===== src/rtl/code_entry.sv =====
// +----------------------------------------------------------------------------+
// | code_entry : keypad code capture, verify handshake and failure lockout       |
// | Rev 1.0                                                                      |
// +----------------------------------------------------------------------------+
`default_nettype none

module code_entry #(
  parameter int                    DIGITS         = 4,
  parameter logic [2*DIGITS-1:0]   PASSWORD       = 8'b11_10_01_00,
  parameter int                    MAX_FAILS      = 3,
  parameter int                    LOCKOUT_CYCLES = 16
) (
  input  logic       clk,
  input  logic       reset,
  input  logic [3:0] btn,
  input  logic       enter_key,
  input  logic       clear_key,
  output logic       enter,
  output logic       clear,
  output logic       match,
  output logic       invalid,
  output logic [2:0] digit_count,
  output logic [1:0] fail_count,
  output logic       lockout,
  output logic [1:0] state
);

  localparam logic [2:0] C_DIGITS    = 3'(DIGITS);
  localparam logic [1:0] C_MAX_FAILS = 2'(MAX_FAILS);
  localparam logic [7:0] C_LOCK      = 8'(LOCKOUT_CYCLES);

  typedef enum logic [1:0] {
    S_IDLE    = 2'd0,
    S_COLLECT = 2'd1,
    S_WAIT    = 2'd2,
    S_LOCKOUT = 2'd3
  } state_t;

  state_t              r_state, w_nxt_state;
  logic [3:0]          r_btn_q;
  logic                r_ent_q, r_clr_q, r_arm;
  logic [2*DIGITS-1:0] r_seq, w_nxt_seq;
  logic [2:0]          r_dcnt, w_nxt_dcnt;
  logic [1:0]          r_fcnt, w_nxt_fcnt;
  logic [7:0]          r_lcnt, w_nxt_lcnt;
  logic                r_wcnt, w_nxt_wcnt;
  logic                r_enter, r_clear, r_invalid, r_match, r_lockout;
  logic                w_enter, w_clear, w_invalid, w_match;
  logic                w_btn_ev, w_ent_ev, w_clr_ev;
  logic [1:0]          w_idx;
  logic [1:0]          w_fail_inc;

  // r_arm blocks events for the first cycle after reset so held keys need a re-press
  assign w_btn_ev = r_arm && (r_btn_q == 4'd0) && (btn != 4'd0);
  assign w_ent_ev = r_arm && !r_ent_q && enter_key;
  assign w_clr_ev = r_arm && !r_clr_q && clear_key;
  assign w_fail_inc = r_fcnt + 2'd1;

  always_comb begin
    w_idx = 2'd0;
    case (btn)
      4'b0010: w_idx = 2'd1;
      4'b0100: w_idx = 2'd2;
      4'b1000: w_idx = 2'd3;
      default: w_idx = 2'd0;
    endcase
  end

  always_comb begin
    w_nxt_state = r_state;
    w_nxt_seq   = r_seq;
    w_nxt_dcnt  = r_dcnt;
    w_nxt_fcnt  = r_fcnt;
    w_nxt_lcnt  = r_lcnt;
    w_nxt_wcnt  = r_wcnt;
    w_enter     = 1'b0;
    w_clear     = 1'b0;
    w_invalid   = 1'b0;
    w_match     = 1'b0;
    case (r_state)
      S_IDLE: begin
        if (w_clr_ev) begin
          w_clear    = 1'b1;
          w_nxt_dcnt = 3'd0;
          w_nxt_seq  = '0;
        end else if (w_ent_ev) begin
          w_enter     = 1'b1;
          w_nxt_dcnt  = 3'd0;
          w_nxt_state = S_COLLECT;
        end
      end
      S_COLLECT: begin
        if (w_clr_ev) begin
          w_clear     = 1'b1;
          w_nxt_dcnt  = 3'd0;
          w_nxt_seq   = '0;
          w_nxt_state = S_IDLE;
        end else if (w_ent_ev) begin
          if (r_dcnt == C_DIGITS) begin
            w_enter     = 1'b1;
            w_nxt_wcnt  = 1'b0;
            w_match     = (r_seq == PASSWORD);
            w_nxt_state = S_WAIT;
          end else begin
            w_invalid = 1'b1;
          end
        end else if (w_btn_ev) begin
          if (r_dcnt == C_DIGITS) begin
            w_invalid = 1'b1;
          end else if (!$onehot(btn)) begin
            w_invalid  = 1'b1;
            w_nxt_dcnt = 3'd0;
          end else begin
            for (int k = 0; k < DIGITS; k++) begin
              if (r_dcnt == 3'(k)) w_nxt_seq[2*k +: 2] = w_idx;
            end
            w_nxt_dcnt = r_dcnt + 3'd1;
          end
        end
      end
      S_WAIT: begin
        if (w_clr_ev) begin
          w_clear     = 1'b1;
          w_nxt_dcnt  = 3'd0;
          w_nxt_seq   = '0;
          w_nxt_state = S_IDLE;
        end else if (!r_wcnt) begin
          w_nxt_wcnt = 1'b1;
          w_match    = (r_seq == PASSWORD);
        end else begin
          w_nxt_dcnt = 3'd0;
          if (r_seq == PASSWORD) begin
            w_nxt_fcnt  = 2'd0;
            w_nxt_state = S_IDLE;
          end else begin
            w_nxt_fcnt = w_fail_inc;
            if (w_fail_inc == C_MAX_FAILS) begin
              w_nxt_lcnt  = C_LOCK;
              w_nxt_state = S_LOCKOUT;
            end else begin
              w_nxt_state = S_IDLE;
            end
          end
        end
      end
      default: begin
        // Counter was loaded with the full duration on entry, so leave on 1
        if (r_lcnt <= 8'd1) begin
          w_clear     = 1'b1;
          w_nxt_fcnt  = 2'd0;
          w_nxt_dcnt  = 3'd0;
          w_nxt_lcnt  = 8'd0;
          w_nxt_state = S_IDLE;
        end else begin
          w_nxt_lcnt = r_lcnt - 8'd1;
        end
      end
    endcase
  end

  always_ff @(posedge clk) begin
    if (!reset) begin
      r_state   <= S_IDLE;
      r_btn_q   <= 4'd0;
      r_ent_q   <= 1'b0;
      r_clr_q   <= 1'b0;
      r_arm     <= 1'b0;
      r_seq     <= '0;
      r_dcnt    <= 3'd0;
      r_fcnt    <= 2'd0;
      r_lcnt    <= 8'd0;
      r_wcnt    <= 1'b0;
      r_enter   <= 1'b0;
      r_clear   <= 1'b0;
      r_invalid <= 1'b0;
      r_match   <= 1'b0;
      r_lockout <= 1'b0;
    end else begin
      r_state   <= w_nxt_state;
      r_btn_q   <= btn;
      r_ent_q   <= enter_key;
      r_clr_q   <= clear_key;
      r_arm     <= 1'b1;
      r_seq     <= w_nxt_seq;
      r_dcnt    <= w_nxt_dcnt;
      r_fcnt    <= w_nxt_fcnt;
      r_lcnt    <= w_nxt_lcnt;
      r_wcnt    <= w_nxt_wcnt;
      r_enter   <= w_enter;
      r_clear   <= w_clear;
      r_invalid <= w_invalid;
      r_match   <= w_match;
      r_lockout <= (w_nxt_state == S_LOCKOUT);
    end
  end

  assign enter       = r_enter;
  assign clear       = r_clear;
  assign invalid     = r_invalid;
  assign match       = r_match;
  assign digit_count = r_dcnt;
  assign fail_count  = r_fcnt;
  assign lockout     = r_lockout;
  assign state       = r_state;

endmodule

`default_nettype wire


===== config.mk =====
export PLATFORM = sky130hd
export DESIGN_NAME = code_entry
export DESIGN_NICKNAME = d
export VERILOG_FILES = /design/src/rtl/code_entry.sv
export SDC_FILE = /design/constraint.sdc
export NUM_CORES = 1
export LEC_CHECK = 0
export BUFFER_PORTS_ARGS = -buffer_cell sky130_fd_sc_hd__buf_4
export CORE_UTILIZATION = 50
export DETAILED_ROUTE_END_ITERATION = 16
export PLACE_DENSITY = 0.8
export SYNTH_ARGS = -nofsm -noshare
export SYNTH_HDL_FRONTEND = slang
export SYNTH_SLANG_ARGS = --single-unit

===== constraint.sdc =====
create_clock -name clk -period 2.31 [get_ports clk]
set_clock_uncertainty 0.2 [all_clocks]
set_input_delay 0.231 -clock clk [delete_from_list [all_inputs] [get_ports clk]]
set_output_delay 0.231 -clock clk [all_outputs]
set_load 0.02 [all_outputs]

# Word-level counts from Yosys, hierarchy flattened
# Index checks and enable logic that the tools add are counted.
# totals
register_bits	36
word_cells	158
# op_classes
addsub	6
order_cmp	1
eq_ne	31
muxes	71
n_bitwise	3
n_reduce_logical	28
# ops
op	n
two-way mux 8 bit	11
two-way mux 2 bit	18
one-hot mux 8 bit (2 select lines)	2
two-way mux 3 bit	10
!= test 3 bit, second input constant	10
AND reduction 7 bit	4
two-way mux 1 bit	23
!= test 2 bit, second input constant	7
one-hot mux 2 bit (3 select lines)	2
AND reduction 5 bit	2
one-hot mux 3 bit (3 select lines)	1
equality test 8 bit, second input constant	1
<= comparator 8 x 1 -> 1 bit, second input constant	1
nonzero test 4 bit	2
subtractor 8 x 1 -> 8 bit, second input constant	1
equality test 2 bit, second input constant	3
equality test 3 x 1 -> 1 bit, second input constant	2
equality test 3 x 2 -> 1 bit, second input constant	2
logical AND 1 bit	6
one-hot mux 1 bit (2 select lines)	3
AND reduction 6 bit	1
nonzero test 2 bit	3
OR reduction 3 bit	2
adder 1 x 1 -> 2 bit	2
17 further kinds	21

# Longest topological paths before layout
# logic_depth
depth_word	9
ltp_mapped	10
depth_no_buf	10

# Worst setup path before layout
# OpenSTA, ideal clock, no wires.
# synth_path
path_kind	reg-to-reg
from	register r_state[0] (netlist: state[0])
to	register r_lcnt[6]
arrival_ps	2146
required_ps	2040
slack_ps	-106
stages_incl_launch_ff	9
period_less_slack_ps	2416
cell_sequence	dfxtp_1 inv_1 ha_1 clkbuf_1 or3_1 o31a_1 buf_2 or3_1 a21oi_1
# synth_via
elab_chain_cells	4
# synth_lines
item	line_no	text
start, declared	39	state_t r_state, w_nxt_state;
start signal, assigned	179	r_state <= w_nxt_state;
equality test 2 x 1 -> 1 bit / logical NOT 2 bit (equally long branches)	80	case (r_state)
OR reduction 2 bit (no source line)	-	
NOT 1 bit (no source line)	-	
AND reduction 5 bit (no source line)	-	
end signal, assigned	187	r_lcnt <= w_nxt_lcnt;
end, declared	45	logic [7:0] r_lcnt, w_nxt_lcnt;
# Several ways; a longest one is shown, not always the timed one.
# A chain may end at the register's enable or synchronous reset.

# Worst setup path after layout
# layout_path
from	input port clear_key
to	register r_lcnt[5]
# layout_via
elab_chain_cells	3
# layout_lines
item	line_no	text
start, declared	17	input logic clear_key,
logical AND 1 bit	56	assign w_clr_ev = r_arm && !r_clr_q && clear_key;
!= test 2 bit (no source line)	-	
AND reduction 5 bit (no source line)	-	
# No other way between the ends.

==> run metrics <==
status=completed; Clock transition at path regs=70 ps; syn avg cell area=8.74 um^2; Port-buffer cells=19; gr usage total=0.238; Hold Path Origin=btn[3]; violation count after the first detailed-route iteration=114; Max VDD drop=0.242 mV; MaxCap Viol Count=0; ys flop type=dfxtp_1; HP Class=in2reg; Period minus WS final=2270 ps; GR Overflow Total=0; Syn. warnings=0; Placeable Area=0.00372 mm^2; register area share after synthesis=0.365; RSZ-0062 raised after global routing=false; vias in the first global route=1778; maximum clock frequency=441 MHz; H-tree depth=2; average wire per cell in the routed design=14.7 um; most common cell after layout, fill and taps aside=buf_4; DRC violations left=0; first-pass GRT wire length=7800 um; Longest Clk Path Bufs=2; share of layout cells above drive strength 1=0.281; DIE WIDTH=64.8 um; Mapped Area=0.00197 mm^2; worst slew pin tran=552 ps; post-route ant nets=0; CP Class=in2reg; setup TNS=0 ps; crit start category=primary input; largest net degree at the start of global routing=20; Seq cells post-synth=36; Finished Cell Area=0.00255 mm^2; Syn Nets=251; asr flop ratio synth=0; most frequent cells in the layout=buf_4, dfxtp_1, inv_1, nand2_1, nor2_1; drt total wl=4780 um; fin crit share=0.982; R2R Path End=r_lcnt[5]; PwrDens=486 mW/mm^2; Crit Path Max Fanout=5; number of synthesized flops with an enable pin=0; worst r2r src=state[1]; Antenna Cells=0; Critical Path Sink Type=register; CP required=2330 ps; final hold vios=0; Detailed Routing Iterations Pass 1=4; Starting Density=0.531; Top Ports=20; placed instance area=0.00234 mm^2; Worst Path Arrival=2290 ps; FP Rows=22; Worst slew margin=0.628; synth unique cells=48; crit path capture=r_lcnt[5]; Layout Nets=302; placer congestion estimate=0.854; CTS tree=done; routed via count=1870; cts bufs inserted=5; DP Wirelength=3340 um; area delta synth->final=29.0%; leakage power=1.12 nW; clock latency at the later pin of the worst-skew pair=290 ps; Post-Synthesis Cells=226; Root Driver=clkbuf_8; Reg2Reg Setup Slack=80 ps; Overall Power=1.24 mW; clock sinks=36; final setup vio count=0; fin util=0.685; die extent in y=64.8 um; Max Slew Vio Count=0; FF-to-FF path depth=7; worst setup path startpoint=clear_key; Via density=5.74; initial antenna violation count=0; DIE AREA=0.00420 mm^2
## timing repair
action	in CTS	in global routing
hold buffers	4	0
gates resized for setup	0	9
cloned	0	0
endpoints found under the setup margin	1	15
endpoints found under the hold margin	4	0
pin swaps	1	4
setup buffers	0	6
## metrics by stage
step	worst slack [ps]	hold slack, ps	cells
after global placement	-159	241	308
after detailed placement	-230	252	308
after floorplan	0.0644	58.7	226
after global routing	2.98	37.7	326
final	41.3	4.67	326
after CTS	34.6	11.0	320
## layout make-up
| cell class | count | area (um^2) |
|---|---|---|
| Multi-Input combinational cell | 161 | 1190 |
| Fill cell | 316 | 1170 |
| Sequential cell | 36 | 728 |
| Timing Repair Buffer | 53 | 405 |
| Clock buffer | 8 | 90.1 |
| Inverter | 20 | 75.1 |
| Tap cell | 48 | 60.1 |
## kinds of logic after synthesis
kind of cell               count (synthesis)  synth area share
and+or+nand+nor                           85             0.236
DFF                                       36             0.365
buffers and inverters                     29            0.0558
adders and majority gates                 17             0.112
AOI/OAI and AO/OA                         46             0.167
muxes                                     11            0.0558
xor gates and xnor gates                   2           0.00887
## layer usage
layer | up-vias | global-route usage | wire (um)
met5 | - | 0 | 0
met4 | 0 | 0.0972 | 80
met3 | 12 | 0.0563 | 289
met2 | 69 | 0.379 | 2230
met1 | 877 | 0.307 | 2170
li1 | 912 | - | -
## cell usage after synthesis, types with 2 or more instances
| library cell | count | share of area |
|---|---|---|
| dfxtp_1 | 36 | 0.37 |
| nor3_1 | 4 | 0.010 |
| and2_1 | 5 | 0.016 |
| ha_1 | 16 | 0.10 |
| nand2_1 | 20 | 0.038 |
| o22ai_1 | 2 | 0.0063 |
| or3_1 | 5 | 0.016 |
| or4_1 | 6 | 0.023 |
| o32ai_1 | 2 | 0.0089 |
| nor4_1 | 2 | 0.0063 |
| mux2i_1 | 11 | 0.056 |
| a31oi_1 | 2 | 0.0063 |
| nand3b_1 | 2 | 0.0076 |
| inv_1 | 20 | 0.038 |
| o31ai_1 | 2 | 0.0076 |
| o41ai_1 | 3 | 0.013 |
| xnor2_1 | 2 | 0.0089 |
| a21oi_1 | 14 | 0.035 |
| o21ai_0 | 6 | 0.015 |
| nand3_1 | 11 | 0.028 |
| clkbuf_1 | 8 | 0.015 |
| and3b_1 | 2 | 0.0089 |
| nor2_1 | 17 | 0.032 |
| nand4_1 | 2 | 0.0063 |
| a21o_1 | 3 | 0.011 |
## power breakdown
group / total (mW) / switching (mW) / internal (mW) / leakage [nW]
registers: 0.633 / 0.00427 / 0.628 / 0.295
clock network: 0.460 / 0.217 / 0.243 / 0.0455
logic: 0.145 / 0.0761 / 0.0691 / 0.778
total: 1.24 / 0.297 / 0.941 / 1.12
## how the worst min path moves through the flow
| stage | endpoint | slack [ps] | cells after the start |
|---|---|---|---|
| finish | r_btn_q[3] | 5 | 3 |
| global route | r_btn_q[3] | 40 | 3 |
| CTS | r_btn_q[3] | 10 | 3 |
| detailed placement | r_ent_q | 250 | 2 |
| global placement | r_lcnt[1] | 240 | 2 |
| floorplan | r_arm | 60 | 0 |
## critical path, cell delays in order
cell           delay, ps
dlygate4sd3_1        530
buf_4                140
nand3b_1             170
nand2_1              130
o31a_1               340
buf_4                160
or4_1                460
a21oi_1              130
## flip-flops by register name, indices dropped and copies added (netlist names), 2 cells and up
name and count:
fail_count 2, r_lcnt 8, digit_count 3, r_seq 8
state 2, r_btn_q 4
No activity file was read; power rests on OpenSTA's default activity.
